File: src/rtl/issue_scoreboard_if.sv
// Decoder / execute / write-back signal bundle for the issue scoreboard.
// The master drives the instruction slot and write-backs; the slave returns issue/stall.
interface issue_scoreboard_if;
    logic       dec_valid;
    logic       dec_en_rx;
    logic       dec_en_ry;
    logic       dec_en_w;
    logic [4:0] dec_rx_addr;
    logic [4:0] dec_ry_addr;
    logic [4:0] dec_w_addr;
    logic       ex_ready;
    logic       wb_valid;
    logic [4:0] wb_addr;
    logic       flush;
    logic       issue;
    logic       stall;

    modport master (
        output dec_valid, dec_en_rx, dec_en_ry, dec_en_w,
        output dec_rx_addr, dec_ry_addr, dec_w_addr,
        output ex_ready, wb_valid, wb_addr, flush,
        input  issue, stall
    );

    modport slave (
        input  dec_valid, dec_en_rx, dec_en_ry, dec_en_w,
        input  dec_rx_addr, dec_ry_addr, dec_w_addr,
        input  ex_ready, wb_valid, wb_addr, flush,
        output issue, stall
    );
endinterface

File: src/rtl/issue_scoreboard.sv
// Issue controller: per-register pending-write counters, RAW / write-overflow hold,
// zero-latency issue to execute and a stall-cycle performance counter.
module issue_scoreboard #(
    parameter int CNT_W = 2,
    parameter int REG_N = 32
) (
    input  logic                clk,
    input  logic                rst,
    input  logic                rdy,
    issue_scoreboard_if.slave   dec_if,
    output logic                hold_state,
    output logic [31:0]         stall_cycles
);

    localparam logic [CNT_W-1:0] CNT_MAX = '1;
    localparam logic [CNT_W-1:0] CNT_ONE = CNT_W'(1);

    typedef enum logic {RUN, HOLD} state_t;

    state_t           state_q, state_d;
    logic [CNT_W-1:0] cnt_q [REG_N];
    logic [CNT_W-1:0] cnt_d [REG_N];
    logic [REG_N-1:0] inc_vec;
    logic [REG_N-1:0] dec_vec;
    logic [31:0]      stall_cycles_q;

    logic [CNT_W-1:0] cnt_rx, cnt_ry, cnt_w;
    logic             pend_x, pend_y, full_w, hazard;
    logic             issue_w, stall_w;

    assign cnt_rx = cnt_q[dec_if.dec_rx_addr];
    assign cnt_ry = cnt_q[dec_if.dec_ry_addr];
    assign cnt_w  = cnt_q[dec_if.dec_w_addr];

    // A last outstanding write retiring this cycle is bypassed through the register file.
    assign pend_x = dec_if.dec_en_rx && (cnt_rx != '0) &&
                    !(dec_if.wb_valid && (dec_if.wb_addr == dec_if.dec_rx_addr) && (cnt_rx == CNT_ONE));
    assign pend_y = dec_if.dec_en_ry && (cnt_ry != '0) &&
                    !(dec_if.wb_valid && (dec_if.wb_addr == dec_if.dec_ry_addr) && (cnt_ry == CNT_ONE));
    assign full_w = dec_if.dec_en_w && (dec_if.dec_w_addr != 5'd0) && (cnt_w == CNT_MAX) &&
                    !(dec_if.wb_valid && (dec_if.wb_addr == dec_if.dec_w_addr));
    assign hazard = pend_x || pend_y || full_w;

    assign issue_w = rdy && !rst && !dec_if.flush && dec_if.dec_valid && !hazard && dec_if.ex_ready;
    assign stall_w = rst || (dec_if.dec_valid && !dec_if.flush && (hazard || !dec_if.ex_ready));

    assign dec_if.issue = issue_w;
    assign dec_if.stall = stall_w;

    generate
        for (genvar gi = 0; gi < REG_N; gi++) begin : g_reg
            if (gi == 0) begin : g_zero
                assign inc_vec[gi] = 1'b0;
                assign dec_vec[gi] = 1'b0;
            end else begin : g_live
                assign inc_vec[gi] = issue_w && dec_if.dec_en_w && (dec_if.dec_w_addr == 5'(gi));
                assign dec_vec[gi] = dec_if.wb_valid && (dec_if.wb_addr == 5'(gi)) && (cnt_q[gi] != '0);
            end
        end
    endgenerate

    always_comb begin
        for (int r = 0; r < REG_N; r++) begin
            cnt_d[r] = cnt_q[r];
            if (inc_vec[r] && !dec_vec[r]) begin
                cnt_d[r] = cnt_q[r] + CNT_ONE;
            end else if (dec_vec[r] && !inc_vec[r]) begin
                cnt_d[r] = cnt_q[r] - CNT_ONE;
            end
        end
    end

    always_comb begin
        state_d = state_q;
        case (state_q)
            RUN:     if (stall_w && dec_if.dec_valid) state_d = HOLD;
            HOLD:    if (issue_w || dec_if.flush) state_d = RUN;
            default: state_d = RUN;
        endcase
    end

    always_ff @(posedge clk) begin
        if (rst) begin
            for (int r = 0; r < REG_N; r++) begin
                cnt_q[r] <= '0;
            end
            state_q        <= RUN;
            stall_cycles_q <= '0;
        end else if (rdy) begin
            for (int r = 0; r < REG_N; r++) begin
                cnt_q[r] <= cnt_d[r];
            end
            state_q        <= state_d;
            stall_cycles_q <= stall_cycles_q + 32'(stall_w);
        end
    end

    assign hold_state   = (state_q == HOLD);
    assign stall_cycles = stall_cycles_q;

endmodule

File: src/flat_wrapper.sv
// flat-port wrapper written by rule: the top's interface ports become plain ports
module issue_scoreboard_flat 
#(
    parameter int CNT_W = 2,
    parameter int REG_N = 32
)
  (clk, rst, rdy, hold_state, stall_cycles, dec_if_dec_valid, dec_if_dec_en_rx, dec_if_dec_en_ry, dec_if_dec_en_w, dec_if_dec_rx_addr, dec_if_dec_ry_addr, dec_if_dec_w_addr, dec_if_ex_ready, dec_if_wb_valid, dec_if_wb_addr, dec_if_flush, dec_if_issue, dec_if_stall);
  issue_scoreboard_if dec_if_i ();
  input  logic clk;
  input  logic rst;
  input  logic rdy;
  output logic hold_state;
  output logic [31:0] stall_cycles;
  input wire logic [$bits(dec_if_i.dec_valid)-1:0] dec_if_dec_valid;
  input wire logic [$bits(dec_if_i.dec_en_rx)-1:0] dec_if_dec_en_rx;
  input wire logic [$bits(dec_if_i.dec_en_ry)-1:0] dec_if_dec_en_ry;
  input wire logic [$bits(dec_if_i.dec_en_w)-1:0] dec_if_dec_en_w;
  input wire logic [$bits(dec_if_i.dec_rx_addr)-1:0] dec_if_dec_rx_addr;
  input wire logic [$bits(dec_if_i.dec_ry_addr)-1:0] dec_if_dec_ry_addr;
  input wire logic [$bits(dec_if_i.dec_w_addr)-1:0] dec_if_dec_w_addr;
  input wire logic [$bits(dec_if_i.ex_ready)-1:0] dec_if_ex_ready;
  input wire logic [$bits(dec_if_i.wb_valid)-1:0] dec_if_wb_valid;
  input wire logic [$bits(dec_if_i.wb_addr)-1:0] dec_if_wb_addr;
  input wire logic [$bits(dec_if_i.flush)-1:0] dec_if_flush;
  output wire logic [$bits(dec_if_i.issue)-1:0] dec_if_issue;
  output wire logic [$bits(dec_if_i.stall)-1:0] dec_if_stall;
  assign dec_if_i.dec_valid = dec_if_dec_valid;
  assign dec_if_i.dec_en_rx = dec_if_dec_en_rx;
  assign dec_if_i.dec_en_ry = dec_if_dec_en_ry;
  assign dec_if_i.dec_en_w = dec_if_dec_en_w;
  assign dec_if_i.dec_rx_addr = dec_if_dec_rx_addr;
  assign dec_if_i.dec_ry_addr = dec_if_dec_ry_addr;
  assign dec_if_i.dec_w_addr = dec_if_dec_w_addr;
  assign dec_if_i.ex_ready = dec_if_ex_ready;
  assign dec_if_i.wb_valid = dec_if_wb_valid;
  assign dec_if_i.wb_addr = dec_if_wb_addr;
  assign dec_if_i.flush = dec_if_flush;
  assign dec_if_issue = dec_if_i.issue;
  assign dec_if_stall = dec_if_i.stall;
  issue_scoreboard #(.CNT_W(CNT_W), .REG_N(REG_N)) u_core (.clk(clk), .rst(rst), .rdy(rdy), .dec_if(dec_if_i), .hold_state(hold_state), .stall_cycles(stall_cycles));
endmodule
File: config.mk
export PLATFORM = sky130hd
export DESIGN_NAME = issue_scoreboard_flat
export DESIGN_NICKNAME = d
export VERILOG_FILES = /design/src/rtl/issue_scoreboard_if.sv /design/src/rtl/issue_scoreboard.sv /design/src/flat_wrapper.sv
export SDC_FILE = /design/constraint.sdc
export NUM_CORES = 1
export LEC_CHECK = 0
export BUFFER_PORTS_ARGS = -buffer_cell sky130_fd_sc_hd__buf_2
export CELL_PAD_IN_SITES_DETAIL_PLACEMENT = 1
export CELL_PAD_IN_SITES_GLOBAL_PLACEMENT = 1
export CORE_UTILIZATION = 43
export DETAILED_ROUTE_END_ITERATION = 8
export MAX_ROUTING_LAYER = met4
export PLACE_DENSITY = 0.82
export SKIP_LAST_GASP = 1
export SLEW_MARGIN = 20
export SYNTH_ARGS = -nofsm -noshare
export SYNTH_HDL_FRONTEND = slang
export SYNTH_SLANG_ARGS = --single-unit
File: constraint.sdc
create_clock -name clk -period 3.85 [get_ports clk]
set_input_delay 0.385 -clock clk [delete_from_list [all_inputs] [get_ports clk]]
set_output_delay 0.385 -clock clk [all_outputs]
set_load 0.01 [all_outputs]
## Word-level counts from Yosys, hierarchy flattened

Memories as Yosys holds them, arrays and structs flattened.
Cells that the tools add are included.

- Register bits after elaboration: 33
- Bits in writable memories: 64
- Input bits: 30
- Output and inout port bits: 35
- Logic and storage cells: 555
- Memories kept: 1

Memory list:

| name | depth | bits a word | rd ports | clocked after memory_dff | write ports | RTL line | source |
|---|---|---|---|---|---|---|---|
| u_core.cnt_q | 32 | 2 | 34 | 0 | 32 | issue_scoreboard.sv:21 | `logic [CNT_W-1:0] cnt_q [REG_N];` |

- $add $sub $neg: 63
- Eq/ne operators: 69
- Multiplexer cells: 102
- Bitwise logic cells: 33
- Reduce and logical (&&, ||, !) cells: 285

Operator list:

| operator | number |
|---|---|
| two-way mux 2 bit | 94 |
| logical AND 1 bit | 176 |
| == test 5 bit (second input constant) | 32 |
| == test 5 x 4 -> 1 bit (second input constant) | 16 |
| logical NOT 1 bit | 69 |
| nonzero test 2 bit | 33 |
| adder 2 x 1 -> 2 bit (second input constant) | 31 |
| subtractor 2 x 1 -> 2 bit (second input constant) | 31 |
| == test 5 x 3 -> 1 bit (second input constant) | 8 |
| adder 32 x 1 -> 32 bit | 1 |
| OR 1 bit | 32 |
| == test 5 x 2 -> 1 bit (second input constant) | 4 |
| == test 5 bit | 3 |
| == test 5 x 1 -> 1 bit (second input constant) | 2 |
| two-way mux 1 bit | 7 |
| logical OR 1 bit | 5 |
| nonzero test 5 bit | 1 |
| == test 2 x 1 -> 1 bit (second input constant) | 2 |
| == test 2 bit (second input constant) | 1 |
| one-hot mux 1 bit (2 select lines) | 1 |
| AND reduction 2 bit | 1 |
| inequality test 0 bit | 1 |
| NOT 1 bit | 1 |

## Longest topological paths before layout

- Depth in word-level cells: 17
- Mapped depth: 19

## Worst setup path before layout

Ideal clock, no wire load.

- Path type: input to register
- Start point: input dec_if_dec_w_addr[2]
- End point: register u_core.stall_cycles_q[30], in the netlist u_core.stall_cycles[30]
- Library setup time: 0.128 ns
- Arrival time: 3.909 ns
- Data required time: 3.722 ns
- Slack: -0.186 ns
- Stages on the path: 18
- Cells stage by stage: buf_4 > inv_2 > mux4_2 > mux2_2 > a21oi_2 > o2111ai_4 > buf_2 > buf_2 > a41oi_1 > or2_1 > ha_1 > ha_1 > inv_1 > or3_1 > clkbuf_1 > nor3b_1 > xnor2_1 > nor2_1

- Cells in the longest elaborated chain, start to end: 9

RTL lines:

| element | RTL line | source |
|---|---|---|
| start: declaration | flat_wrapper.sv:20 | `input wire logic [$bits(dec_if_i.dec_w_addr)-1:0] dec_if_dec_w_addr;` |
| memory (32 x 2 bit) (tied with other cells) | -- |  |
| == test 2 bit (tied with other cells) | issue_scoreboard.sv:40 | `assign full_w = dec_if.dec_en_w && (dec_if.dec_w_addr != 5'd0) && (cnt_w == CNT_MAX) &&` |
| logical AND 1 bit / logical NOT 1 bit (equally long branches) | issue_scoreboard.sv:40, issue_scoreboard.sv:41 |  |
| logical AND 1 bit (*) | issue_scoreboard.sv:40 |  |
| logical OR 1 bit (*) | issue_scoreboard.sv:42 | `assign hazard = pend_x \|\| pend_y \|\| full_w;` |
| logical OR 1 bit (*) | issue_scoreboard.sv:45 | `assign stall_w = rst \|\| (dec_if.dec_valid && !dec_if.flush && (hazard \|\| !dec_if.ex_ready));` |
| logical AND 1 bit (*) | issue_scoreboard.sv:45 |  |
| logical OR 1 bit (*) | issue_scoreboard.sv:45 |  |
| net dec_if_stall | flat_wrapper.sv:26 | `output wire logic [$bits(dec_if_i.stall)-1:0] dec_if_stall;` |
| adder 32 x 1 -> 32 bit (*) | issue_scoreboard.sv:94 | `stall_cycles_q <= stall_cycles_q + 32'(stall_w);` |
| end signal: assignment | issue_scoreboard.sv:94 |  |
| end: declaration | issue_scoreboard.sv:25 | `logic [31:0] stall_cycles_q;` |

The timed path passes the listed nets; every way through them passes the cells marked *.
A chain may end at the register's enable or synchronous reset.

==> flow_summary.yaml <==
synthesis:
  synth.avg_cell_area_sq_um: 9.11
  synth.top_cell.area_share_pct: 23.8
  synth-edff-count: 62
  yosys_warnings: 0
  async_reset_ff_share_pct: 0
  yosys.area.top_type: "edfxtp_1"
  synth.area.top_cells: "edfxtp_1, dfxtp_1, mux4_2"
  syn_inst: 859
  synth_area_sq_um: 7830
  synth_cell_types: 65
  ys_seq_area_share_pct: 32.2
  synth-main-ff-cell: "edfxtp_1"
  syn_nets: 891
  synth_seq_cells: 95
clocking:
  htreeDepth: 3
  clockBufferDepth: 2
  cts_hold_buf: 0
  cts_sinks: 95
  root_buffer: "clkbuf_16"
  clkTransAtPathRegs_ns: 0.08
  cts_buffers: 9
  clkLatencyLatePin_ns: 0.36
  cts_tree: "built"
pwr:
  p_per_area_nw_per_um2: 320
  p_total_uw: 2820
  p_leak_uw: 0.00328
  worst_ir_drop_vdd_mv: 0.224
cells_and_area:
  syn2layout_area_growth_pct: 12.4
  fin_nets: 949
  drive_above_1_share_pct: 21.1
  design_area_sq_um: 8800
  utilization_pct: 50.2
  nFillCells: 2057
routing:
  route.detailed.drc: 0
  via_count: 7494
  routed_wl_um: 26200
  dr.pass1.iters: 5
  ant_nets: 0
  drtIter0Drc: 730
  vias_per_cell: 6.53
  wl_per_cell_um: 22.8
min_path:
  hold_start: "dec_if_dec_valid"
  hp-class: "in2reg"
worst_setup_path:
  required_ns: 4.06
  crit_arrival_ns: 3.85
  critPathCaptureType: "flop"
  start_kind: "flop"
  path_class: "reg2reg"
  critical_path.reg2reg.startpoint: "u_core.cnt_q[4][0]$_SDFFCE_PN0P_"
  startpoint: "u_core.cnt_q[4][0]$_SDFFCE_PN0P_"
  crit_fanout: 10
timing:
  max_freq_mhz: 275
  finalSetupTns_ns: 0
  setup_viol: 0
  drv_slew: 0
  hold_violations: 0
  tightest_slew_ns: 0.814
  relSlewSlack_pct: 45.7
  finalCritPeriodShare_pct: 94.4
  min_period_ns: 3.63
  worst_slack_ns: 0.216
  clock_skew_ns: 0.0154
  rsz0062_at_grt: "false"
die:
  die_w_um: 137
  die_area_sq_um: 18700
  placementRows: 48
  coreArea_sq_um: 17500
  die_y_um: 137
  start_util_pct: 44.6
  ioPinCount: 65
placed_design:
  finalWeightedCongestion: 0.939
  dpl_cell_area_sq_um: 8430
  io_buffers: 64
  pre_cts_ws_ns: -0.151
  dp_hpwl_um: 19100
global_routing:
  grt_max_degree: 80
  grt_first_pass_wirelength_um: 41100
  grt_usage_pct: 29.9
  grt_pass1_vias: 7379
  grt_overflow: 0
  antenna_found_initial: 0
outcome:
  outcome: "finished clean"
flow_run:
  drv_cap: 0
## state kept, by name, summed over array words and instances (netlist names)
| name | cells |
|---|---|
| u_core.cnt_q | 62 |
| u_core.hold_state | 1 |
| u_core.stall_cycles | 32 |
## synth_stat cells, types with 9 or more instances
| cell | instances |
|---|---|
| a21oi_1 | 10 |
| or3_1 | 22 |
| mux4_2 | 25 |
| buf_2 | 16 |
| nand3_1 | 38 |
| edfxtp_1 | 62 |
| nor2b_1 | 12 |
| o211ai_1 | 25 |
| clkbuf_1 | 30 |
| a311oi_1 | 13 |
| mux2i_1 | 41 |
| nand4_1 | 30 |
| or2_2 | 12 |
| buf_6 | 9 |
| xnor2_1 | 27 |
| nand2_1 | 93 |
| o21ai_0 | 18 |
| nor2_1 | 101 |
| inv_1 | 19 |
| dfxtp_1 | 33 |
| nor3_1 | 28 |
| xor2_1 | 43 |
| and3_1 | 14 |
| nor3_2 | 12 |
| a311o_1 | 9 |
| nor4_1 | 9 |
## layer usage
metal / wire [um] / GRT usage (%)
met3: 2420 / 4.85
met5: 0 / -
met2: 11800 / 45.9
met4: 660 / 10.7
met1: 11300 / 39.8
## power breakdown
part	internal [uW]	leakage, uW	switching, uW
clock network	573	0.000158	426
registers	1140	0.000899	87.2
logic	234	0.00223	352
total	1950	0.00328	866
## kinds of logic (layout without fill, tap and decap cells)
| logic type | Yosys count | after routing | share of synthesized area [%] |
|---|---|---|---|
| fa+ha+maj | 2 | 2 | 0.320 |
| xor+xnor | 70 | 70 | 7.83 |
| flops | 95 | 95 | 32.2 |
| other cells | 0 | 1 | 0 |
| compound gates | 118 | 118 | 11.8 |
| buf+inv | 86 | 149 | 5.74 |
| mux | 73 | 73 | 14.4 |
| simple gates | 415 | 415 | 27.6 |
## critical path, cell delays in order (launching register included)
cell	delay, ns
edfxtp_1	0.50
mux2i_1	0.11
mux4_2	0.46
a32oi_1	0.23
o2111ai_1	0.18
and3_2	0.28
a41oi_2	0.23
or2_1	0.17
ha_2	0.21
ha_4	0.16
inv_1	0.06
or3_4	0.45
nor3_1	0.25
xnor2_1	0.15
nor2_1	0.05
## cell type report
class	count	area, sq um	area share, %
repair buffers	111	686	7.79
clock buffers	9	225	2.56
flip-flops and latches	95	2520	28.7
clock inverters	7	95.1	1.08
inverters	22	82.6	0.939
well taps	225	282	3.20
diodes	1	2.50	0.0284
multi-input cells	678	4900	55.7
## worst paths after layout
path                            cells after the start                                    to  slack [ns]
worst max-delay path                               14  u_core.stall_cycles[24]$_SDFFE_PP0P_        0.22
worst min register to register                      1        u_core.hold_state$_SDFFE_PP0P_        0.51
worst max register to register                     14  u_core.stall_cycles[24]$_SDFFE_PP0P_        0.22
worst min-delay path                                3        u_core.hold_state$_SDFFE_PP0P_        0.47
## repair_timing
action,4_1_cts,5_1_grt
gates resized for setup,1,2
setup endpoints to repair,3,7
setup buffers,0,4
hold endpoints to repair,0,0
## through the flow
step | instances | hold slack [ns]
2_1_floorplan | 859 | 0.515
3_5_place_dp | 1127 | 0.482
3_3_place_gp | 1127 | 0.482
5_1_grt | 1147 | 0.511
4_1_cts | 1143 | 0.462
6_report | 1148 | 0.468
## cell usage in the layout (no fill, tap or decap), drive strengths merged, types with 26 or more instances in the layout
master,instances
dfxtp,33
edfxtp,62
xor2,43
buf,111
o211ai,26
nor3,40
mux4,30
nand4,30
nor2,101
nand3,38
nand2,93
xnor2,27
mux2i,41
Power figures use the tool's default switching activity.
